## src/rtl/bp_update_ctrl_if.sv

```systemverilog
`default_nettype none
// ============================================================================
//  Module   : bp_update_ctrl_if
//  Brief    : Resolution, prediction and predictor-update signal bundle for
//             the branch-predictor update controller.
//  Revision : 1.0 - initial release
// ============================================================================
interface bp_update_ctrl_if #(
    parameter int DEPTH = 4,
    parameter int PC_W  = 32,
    parameter int GHR_W = 8
);
    localparam int CNT_W = $clog2(DEPTH) + 1;

    // Execute-stage resolution
    logic              res_valid_i;
    logic              res_ready_o;
    logic [PC_W-1:0]   res_pc_i;
    logic              res_taken_i;
    logic              res_mispredict_i;
    logic [GHR_W-1:0]  res_ghr_i;

    // Fetch-stage prediction
    logic              pred_valid_i;
    logic              pred_taken_i;

    // Predictor table update port
    logic              upd_stall_i;
    logic              upd_en_o;
    logic [PC_W-1:0]   upd_pc_o;
    logic              upd_taken_o;
    logic [GHR_W-1:0]  upd_ghr_o;

    // History and occupancy
    logic [GHR_W-1:0]  spec_ghr_o;
    logic [GHR_W-1:0]  commit_ghr_o;
    logic [CNT_W-1:0]  count_o;

    // Controller side
    modport slave (
        input  res_valid_i, res_pc_i, res_taken_i, res_mispredict_i, res_ghr_i,
        input  pred_valid_i, pred_taken_i, upd_stall_i,
        output res_ready_o, upd_en_o, upd_pc_o, upd_taken_o, upd_ghr_o,
        output spec_ghr_o, commit_ghr_o, count_o
    );

    // Pipeline / predictor side
    modport master (
        output res_valid_i, res_pc_i, res_taken_i, res_mispredict_i, res_ghr_i,
        output pred_valid_i, pred_taken_i, upd_stall_i,
        input  res_ready_o, upd_en_o, upd_pc_o, upd_taken_o, upd_ghr_o,
        input  spec_ghr_o, commit_ghr_o, count_o
    );
endinterface
`default_nettype wire

```

## src/rtl/bp_update_ctrl.sv

```systemverilog
`default_nettype none
// ============================================================================
//  Module   : bp_update_ctrl
//  Brief    : Buffers resolved branches in an in-order FIFO, drains one per
//             cycle into the predictor tables, and maintains speculative and
//             committed global history registers.
//  Revision : 1.0 - initial release
// ============================================================================
module bp_update_ctrl #(
    parameter int DEPTH = 4,
    parameter int PC_W  = 32,
    parameter int GHR_W = 8
) (
    input  wire logic         clk_i,
    input  wire logic         rst_i,
    bp_update_ctrl_if.slave   bus
);
    localparam int AW    = $clog2(DEPTH);
    localparam int CNT_W = AW + 1;

    localparam logic [AW-1:0]    LAST_IDX = AW'(DEPTH - 1);
    localparam logic [CNT_W-1:0] FULL_CNT = CNT_W'(DEPTH);

    logic [PC_W-1:0]  pc_mem [DEPTH];
    logic [DEPTH-1:0] taken_mem;
    logic [AW-1:0]    wr_ptr;
    logic [AW-1:0]    rd_ptr;
    logic [CNT_W-1:0] count;
    logic [GHR_W-1:0] spec_ghr;
    logic [GHR_W-1:0] commit_ghr;

    logic ready;
    logic push;
    logic pop;

    // Ready comes only from the occupancy register, so a pop cannot open a
    // slot in the same cycle and there is no path from stall or valid.
    assign ready = (count < FULL_CNT);
    assign push  = bus.res_valid_i & ready;
    assign pop   = (count != '0) & ~bus.upd_stall_i;

    assign bus.res_ready_o  = ready;
    assign bus.upd_en_o     = pop;
    assign bus.upd_pc_o     = pc_mem[rd_ptr];
    assign bus.upd_taken_o  = taken_mem[rd_ptr];
    assign bus.upd_ghr_o    = commit_ghr;
    assign bus.spec_ghr_o   = spec_ghr;
    assign bus.commit_ghr_o = commit_ghr;
    assign bus.count_o      = count;

    // FIFO storage: write the resolved branch at the write pointer
    always_ff @(posedge clk_i or posedge rst_i) begin
        if (rst_i) begin
            for (int i = 0; i < DEPTH; i++) begin
                pc_mem[i] <= '0;
            end
            taken_mem <= '0;
        end else if (push) begin
            pc_mem[wr_ptr]    <= bus.res_pc_i;
            taken_mem[wr_ptr] <= bus.res_taken_i;
        end
    end

    // Pointers and occupancy; simultaneous push and pop leave count unchanged
    always_ff @(posedge clk_i or posedge rst_i) begin
        if (rst_i) begin
            wr_ptr <= '0;
            rd_ptr <= '0;
            count  <= '0;
        end else begin
            if (push) begin
                wr_ptr <= (wr_ptr == LAST_IDX) ? '0 : wr_ptr + AW'(1);
            end
            if (pop) begin
                rd_ptr <= (rd_ptr == LAST_IDX) ? '0 : rd_ptr + AW'(1);
            end
            if (push && !pop) begin
                count <= count + CNT_W'(1);
            end else if (pop && !push) begin
                count <= count - CNT_W'(1);
            end
        end
    end

    // Committed history shifts in the direction of each branch as it retires
    always_ff @(posedge clk_i or posedge rst_i) begin
        if (rst_i) begin
            commit_ghr <= '0;
        end else if (pop) begin
            commit_ghr <= {commit_ghr[GHR_W-2:0], taken_mem[rd_ptr]};
        end
    end

    // Speculative history: an accepted mispredict rebuilds from the branch's
    // snapshot and overrides any same-cycle (wrong-path) fetch prediction
    always_ff @(posedge clk_i or posedge rst_i) begin
        if (rst_i) begin
            spec_ghr <= '0;
        end else if (push && bus.res_mispredict_i) begin
            spec_ghr <= {bus.res_ghr_i[GHR_W-2:0], bus.res_taken_i};
        end else if (bus.pred_valid_i) begin
            spec_ghr <= {spec_ghr[GHR_W-2:0], bus.pred_taken_i};
        end
    end

endmodule
`default_nettype wire

```

## src/flat_wrapper.sv

```systemverilog
// flat-port wrapper written by rule: the top's interface ports become plain ports
module bp_update_ctrl_flat 
#(
    parameter int DEPTH = 4,
    parameter int PC_W  = 32,
    parameter int GHR_W = 8
)
  (clk_i, rst_i, bus_res_valid_i, bus_res_pc_i, bus_res_taken_i, bus_res_mispredict_i, bus_res_ghr_i, bus_pred_valid_i, bus_pred_taken_i, bus_upd_stall_i, bus_res_ready_o, bus_upd_en_o, bus_upd_pc_o, bus_upd_taken_o, bus_upd_ghr_o, bus_spec_ghr_o, bus_commit_ghr_o, bus_count_o);
  bp_update_ctrl_if #(.DEPTH(DEPTH), .PC_W(PC_W), .GHR_W(GHR_W)) bus_i ();
  input  wire logic clk_i;
  input  wire logic rst_i;
  input wire logic [$bits(bus_i.res_valid_i)-1:0] bus_res_valid_i;
  input wire logic [$bits(bus_i.res_pc_i)-1:0] bus_res_pc_i;
  input wire logic [$bits(bus_i.res_taken_i)-1:0] bus_res_taken_i;
  input wire logic [$bits(bus_i.res_mispredict_i)-1:0] bus_res_mispredict_i;
  input wire logic [$bits(bus_i.res_ghr_i)-1:0] bus_res_ghr_i;
  input wire logic [$bits(bus_i.pred_valid_i)-1:0] bus_pred_valid_i;
  input wire logic [$bits(bus_i.pred_taken_i)-1:0] bus_pred_taken_i;
  input wire logic [$bits(bus_i.upd_stall_i)-1:0] bus_upd_stall_i;
  output wire logic [$bits(bus_i.res_ready_o)-1:0] bus_res_ready_o;
  output wire logic [$bits(bus_i.upd_en_o)-1:0] bus_upd_en_o;
  output wire logic [$bits(bus_i.upd_pc_o)-1:0] bus_upd_pc_o;
  output wire logic [$bits(bus_i.upd_taken_o)-1:0] bus_upd_taken_o;
  output wire logic [$bits(bus_i.upd_ghr_o)-1:0] bus_upd_ghr_o;
  output wire logic [$bits(bus_i.spec_ghr_o)-1:0] bus_spec_ghr_o;
  output wire logic [$bits(bus_i.commit_ghr_o)-1:0] bus_commit_ghr_o;
  output wire logic [$bits(bus_i.count_o)-1:0] bus_count_o;
  assign bus_i.res_valid_i = bus_res_valid_i;
  assign bus_i.res_pc_i = bus_res_pc_i;
  assign bus_i.res_taken_i = bus_res_taken_i;
  assign bus_i.res_mispredict_i = bus_res_mispredict_i;
  assign bus_i.res_ghr_i = bus_res_ghr_i;
  assign bus_i.pred_valid_i = bus_pred_valid_i;
  assign bus_i.pred_taken_i = bus_pred_taken_i;
  assign bus_i.upd_stall_i = bus_upd_stall_i;
  assign bus_res_ready_o = bus_i.res_ready_o;
  assign bus_upd_en_o = bus_i.upd_en_o;
  assign bus_upd_pc_o = bus_i.upd_pc_o;
  assign bus_upd_taken_o = bus_i.upd_taken_o;
  assign bus_upd_ghr_o = bus_i.upd_ghr_o;
  assign bus_spec_ghr_o = bus_i.spec_ghr_o;
  assign bus_commit_ghr_o = bus_i.commit_ghr_o;
  assign bus_count_o = bus_i.count_o;
  bp_update_ctrl #(.DEPTH(DEPTH), .PC_W(PC_W), .GHR_W(GHR_W)) u_core (.clk_i(clk_i), .rst_i(rst_i), .bus(bus_i));
endmodule
```

## config.mk

```make
export PLATFORM = sky130hd
export DESIGN_NAME = bp_update_ctrl_flat
export DESIGN_NICKNAME = d
export VERILOG_FILES = /design/src/rtl/bp_update_ctrl_if.sv /design/src/rtl/bp_update_ctrl.sv /design/src/flat_wrapper.sv
export SDC_FILE = /design/constraint.sdc
export NUM_CORES = 1
export LEC_CHECK = 0
export ABC_AREA = 1
export BUFFER_PORTS_ARGS = -buffer_cell sky130_fd_sc_hd__buf_2
export CORE_ASPECT_RATIO = 2
export CORE_MARGIN = 5
export CORE_UTILIZATION = 35
export CTS_CLUSTER_DIAMETER = 200
export CTS_CLUSTER_SIZE = 14
export DETAILED_ROUTE_END_ITERATION = 12
export PLACE_DENSITY = 0.59
export SLEW_MARGIN = 10
export SYNTH_ARGS = -nofsm -noshare
export SYNTH_HDL_FRONTEND = slang
export SYNTH_SLANG_ARGS = --single-unit
```

## constraint.sdc

```tcl
create_clock -name clk_i -period 5.2 [get_ports clk_i]
set_input_delay 1.04 -clock clk_i [delete_from_list [all_inputs] [get_ports clk_i]]
set_output_delay 1.04 -clock clk_i [all_outputs]
set_load 0.02 [all_outputs]
```

==> results.sh, run 1 <==
export IMPL_cts_resized=0
export IMPL_leakage_uw=0.00412
export IMPL_cts_setup_buffers=0
export IMPL_ys_ff_latch=155
export IMPL_postRouteAntennaNets=0
export IMPL_cts_buffer_depth=2
export IMPL_period_share_pct=66.5
export IMPL_hold_path_class="flop to flop"
export IMPL_drt_iter0_markers=243
export IMPL_fin_cells=1134
export IMPL_antenna_found_initial=0
export IMPL_status="finished, final reports clean"
export IMPL_slew_headroom_pct=41.3
export IMPL_pwr_share_seq_pct=34.9
export IMPL_numCtsBuffers=17
export IMPL_cp_arrival_ps=2420
export IMPL_hold_viol=0
export IMPL_synth_edff_count=0
export IMPL_syn_area_mm2=0.00714
export IMPL_post_route_util_pct=41.0
export IMPL_post_drt_wl_per_cell_um=14.9
export IMPL_globalplace_congestion=0.770
export IMPL_drv_cap=0
export IMPL_crit_required_ps=4160
export IMPL_die_w_um=111
export IMPL_ys_async_sr_fraction_pct=100
export IMPL_cts_sinks=155
export IMPL_htreeDepth=4
export IMPL_die_area_mm2=0.0235
export IMPL_vias_per_cell=4.79
export IMPL_yosys_area_top_type="dfrtp_1"
export IMPL_syn_inst=782
export IMPL_synth_top_area_share_pct=54.3
export IMPL_ys_seq_area_share_pct=54.3
export IMPL_post_dp_hpwl_mm=10.5
export IMPL_portBuffers=108
export IMPL_cts_hold_buf=0
export IMPL_clock_root_buffer="clkbuf_16"
export IMPL_syn_num_nets=837
export IMPL_yosys_warnings=0
export IMPL_synth_distinct_cells=25
export IMPL_drv_slew=0
export IMPL_combPwrFrac_pct=41.8
export IMPL_min_period_ps=3460
export IMPL_initial_core_util_pct=35.2
export IMPL_tightest_slew_ps=879
export IMPL_routed_wirelength_mm=16.9
export IMPL_grt_remaining_overflow=0
export IMPL_cts_tree="yes"
export IMPL_drc=0
export IMPL_nets=912
export IMPL_drtPass1Iterations=4
export IMPL_drive_gt1_share_pct=23.8
export IMPL_core_area_mm2=0.0203
export IMPL_grt_setup_unrepaired="false"
export IMPL_setup_viol=0
export IMPL_first_global_vias=5477
export IMPL_num_antenna_cells=0
export IMPL_clk_pin_slew_worst_paths_ps=60
export IMPL_vdd_ir_drop_max_uv=257
export IMPL_area_growth_pct=16.3
export IMPL_insertion_delay_ps=420
export IMPL_setup_tns_ps=0
export IMPL_grt_max_degree=69
export IMPL_syn_area_per_cell_um2=9.13
export IMPL_skew_ps=5.18
export IMPL_max_freq_ghz=0.289
export IMPL_place_inst=1104
export IMPL_row_count=74
export IMPL_yosys_top_cells_count="nand2_1 (169), dfrtp_1 (155), o21ai_0 (86)"
export IMPL_switchingPower_uw=2400
export IMPL_grt_pass1_wl_mm=27.9
export IMPL_power_density_mw_per_mm2=713
export IMPL_top_level_ports=110
export IMPL_vias=5435
export IMPL_path_class="flop to primary output"
export IMPL_end_kind="primary output"
export IMPL_crit_fanout=46
export IMPL_p_sw_share_pct=40.5
export IMPL_grt_util_all_layers_pct=14.8
export IMPL_clock_power_share_pct=23.3
export IMPL_dieHeight_um=212
export IMPL_yosysMostFrequentCell="nand2_1"
export IMPL_intPower_uw=3520
export IMPL_cp_start_kind="flop"
export IMPL_synthTopCellsByArea="dfrtp_1 (54%), nand2_1 (8.9%), o21ai_2 (6.4%), o21ai_0 (6.0%), o21ai_1 (4.8%)"
export IMPL_synth_ff_type="dfrtp_1"
power groups by stage:
stage               registers (uW)  clock network (uW)  logic (uW)
global route                  2140                1460        2780
finish                        2070                1380        2470
floorplan                     2100                   0        1830
global placement              2060                   0        2490
detailed placement            2080                   0        2520
CTS                           2070                1420        2530
per-layer routing:
layer	wire length [um]	global-route usage, %	up-vias	part of all wire, %
met2	8780	26.4	96	52
li1	-	-	2722	-
met1	7130	16.9	2591	42
met4	449	6.46	0	2.7
met3	574	3.59	26	3.4
met5	0	0	-	0
metrics by stage:
stage / hold WS [ps] / power [uW] / instance area (um2) / worst slack (ps)
finish: 475 / 5920 / 8310 / 1740
global route: 499 / 6370 / 8310 / 1620
floorplan: 448 / 3930 / 7140 / 2200
CTS: 477 / 6010 / 8310 / 1670
detailed placement: 463 / 4610 / 7650 / 2140
global placement: 460 / 4560 / 7650 / 2170
state kept, by name, indices dropped and copies added, names as in the netlist:
| signal | cells |
|---|---|
| u_core.pc_mem | 128 |
| u_core.taken_mem | 4 |
| u_core.bus.spec_ghr_o | 8 |
| u_core.bus.count_o | 3 |
| u_core.bus.commit_ghr_o | 8 |
| u_core.rd_ptr | 2 |
| u_core.wr_ptr | 2 |
critical path: stages, from the launching register on:
cell and delay [ps]:
dfrtp_2 400, inv_2 600, buf_4 390, o21ai_0 120
o22ai_1 250, buf_2 230
kinds of logic (layout without fill, tap and decap cells):
kind of cell             Yosys count  in the layout  share of synthesized area [%]
flip-flops                       155            155                           54.3
buffers and inverters            108            194                           8.50
adder cells (fa/ha/maj)            7              7                           1.33
AO/OA/AOI/OAI                    250            250                           21.0
AND/OR/NAND/NOR                  260            260                           14.6
XOR/XNOR                           2              2                          0.245
layout make-up:
type | count | area [um2]
Clock buffer | 23 | 498
Clock inverter | 7 | 160
Fill cell | 2109 | 12000
Inverter | 49 | 188
Multi-Input combinational cell | 519 | 2660
Sequential cell | 155 | 3880
Tap cell | 266 | 333
Timing Repair Buffer | 115 | 593
final timing paths:
path / end / depth (start not counted) / from / slack [ps]
worst max-delay path: bus_upd_pc_o[18] / 5 / u_core.rd_ptr[0] / 1740
worst min-delay path: u_core.pc_mem[34] / 2 / u_core.pc_mem[34] / 470
worst min register to register: u_core.pc_mem[34] / 2 / u_core.pc_mem[34] / 470
min in group asynchronous: u_core.pc_mem[23] / 2 / rst_i / 780
max in group asynchronous: u_core.pc_mem[69] / 3 / rst_i / 3310
worst max register to register: u_core.bus.count_o[2] / 9 / u_core.bus.count_o[0] / 3170
cells in the final DEF, fill, tap and decap left out, drive strengths merged:
cell and count:
a21boi 5, a21oi 7, and2 1, buf 115, bufinv 5, clkbuf 23, clkinv 2, clkinvlp 1
dfrtp 155, fa 1, ha 6, inv 48, nand2 174, nand3 10, nor2 75, o21ai 206
o22ai 32, xnor2 1, xor2 1
(Power assumes the default switching activity.)
==> run 2, diff against run 1 <==
- clock period: 5.2 -> 3 ns (I/O delays scaled with it)
==> run 2 against run 1 <==
Against the previous run: sequential power is 73% higher; largest cell class unchanged; clock skew is 4.9 ps higher; hold slack worse by 230 ps; via count is 1.4% higher; routed wire length is 0.81% higher; final cell count is 0.71% higher; combinational power is 76% higher; power is 71% higher; first-iteration DRC count is 28% higher; non-clock buffer count is 6 higher; critical path depth is 1 lower.
==> results.sh, run 2 (synthesis gave the netlist of run 1 again) <==
export IMPL_post_drt_wl_per_cell_um=15.0
export IMPL_r2r_start="u_core.bus.count_o[0]"
export IMPL_drt_iter0_markers=310
export IMPL_post_route_util_pct=41.0
export IMPL_fillCellCount=2085
export IMPL_portBuffers=108
export IMPL_nets=918
export IMPL_slew_headroom_pct=44.0
export IMPL_skew_ps=10.1
export IMPL_period_share_pct=84.2
export IMPL_top_level_ports=110
export IMPL_place_inst=1110
export IMPL_drtPass1Iterations=5
export IMPL_r2r_end="u_core.bus.count_o[2]"
export IMPL_dieHeight_um=212
export IMPL_crit_fanout=48
export IMPL_clk_pin_slew_worst_paths_ps=60
export IMPL_grt_remaining_overflow=0
export IMPL_largest_reg_flops=128
export IMPL_layout_common_cells="nand2_1 (169), dfrtp_1 (154), buf_2 (108)"
export IMPL_cts_setup_buffers=0
export IMPL_end_kind="primary output"
export IMPL_cts_hold_buf=0
export IMPL_drc=0
export IMPL_cts_resized=0
export IMPL_core_area_mm2=0.0203
export IMPL_drv_slew=0
export IMPL_grt_setup_unrepaired="false"
export IMPL_vias=5513
export IMPL_insertion_delay_ps=420
export IMPL_grt_max_degree=67
export IMPL_cp_start_kind="flop"
export IMPL_cp_arrival_ps=1930
export IMPL_drv_cap=0
export IMPL_cts_buffer_depth=2
export IMPL_tightest_slew_ps=840
export IMPL_routed_wirelength_mm=17.1
export IMPL_row_count=74
export IMPL_globalplace_congestion=0.775
export IMPL_area_growth_pct=16.5
export IMPL_grt_util_all_layers_pct=14.9
export IMPL_multiInputGateArea_mm2=0.00266
export IMPL_ff2ff_setup_slack_ps=1000
export IMPL_power_density_mw_per_mm2=1210
export IMPL_top_register="u_core.pc_mem"
export IMPL_clock_root_buffer="clkbuf_16"
export IMPL_htreeDepth=4
export IMPL_postRouteAntennaNets=0
export IMPL_timing_final_ws_setup_ps=473
export IMPL_die_w_um=111
export IMPL_leakage_uw=0.00412
export IMPL_crit_required_ps=2400
export IMPL_first_global_vias=5466
export IMPL_post_dp_hpwl_mm=10.9
export IMPL_hold_path_class="input pin to async pin"
export IMPL_drive_gt1_share_pct=24.5
export IMPL_regArea_mm2=0.00388
export IMPL_max_freq_ghz=0.396
export IMPL_fin_cells=1142
export IMPL_dpl_cell_area_mm2=0.00772
export IMPL_final_common_cell="nand2_1"
export IMPL_cts_tree="yes"
export IMPL_min_period_ps=2530
export IMPL_initial_core_util_pct=35.2
export IMPL_grt_pass1_wl_mm=28.1
export IMPL_setup_viol=0
export IMPL_cts_sinks=155
export IMPL_fin_area_mm2=0.00832
export IMPL_hold_viol=0
export IMPL_dp_slack_ps=893
export IMPL_vias_per_cell=4.83
export IMPL_die_area_mm2=0.0235
export IMPL_rr_worst_depth=9
export IMPL_numCtsBuffers=17
export IMPL_vdd_ir_drop_max_uv=411
export IMPL_path_class="flop to primary output"
export IMPL_setup_tns_ps=0
export IMPL_status="finished, final reports clean"
export IMPL_antenna_found_initial=0
export IMPL_num_antenna_cells=0
[run 2: report_power, final]
group          total (uW)  leakage (uW)  internal (uW)  switching, uW
Combinational        4350       0.00188           1510           2840
Clock                2170      0.000291           1300            872
Sequential           3580       0.00195           3060            528
[run 2: worst max path at each step]
stage | startpoint | to | slack, ps | cells past startpoint
finish | u_core.rd_ptr[0] | bus_upd_pc_o[26] | 470 | 4
global route | u_core.rd_ptr[0] | bus_upd_pc_o[17] | 370 | 4
CTS | u_core.rd_ptr[0] | bus_upd_pc_o[22] | 430 | 4
detailed placement | bus_res_valid_i | u_core.bus.count_o[2] | 890 | 9
global placement | u_core.rd_ptr[0] | bus_upd_pc_o[22] | 910 | 4
floorplan | rst_i | u_core.bus.commit_ghr_o[0] | 440 | 1
[run 2: layout make-up]
class	instances	area share [%]
clock inverter	11	1.59
timing repair buffer	121	7.97
multi-input combinational	519	31.9
sequential	155	46.6
inverter	49	2.26
tap	266	4.00
clock buffer	21	5.65
[run 2: per-stage QoR]
step,hold slack (ps),power (uW)
2_1_floorplan,448,6810
3_3_place_gp,458,7940
3_5_place_dp,461,8030
4_1_cts,247,10200
5_1_grt,268,10900
6_report,245,10100
[run 2: routing by layer]
metal  part of all wire [%]  vias up  track usage [%]
met5                      0        -                0
met4                    3.2        0             7.19
met3                    3.2       34             2.79
met2                     52      129             26.7
met1                     42     2614             17.1
li1                       -     2736                -
[run 2: worst max-delay path: stages (launching register included)]
cell     delay, ps
dfrtp_2        380
buf_4          460
o21ai_0        190
o22ai_1        260
buf_2          210
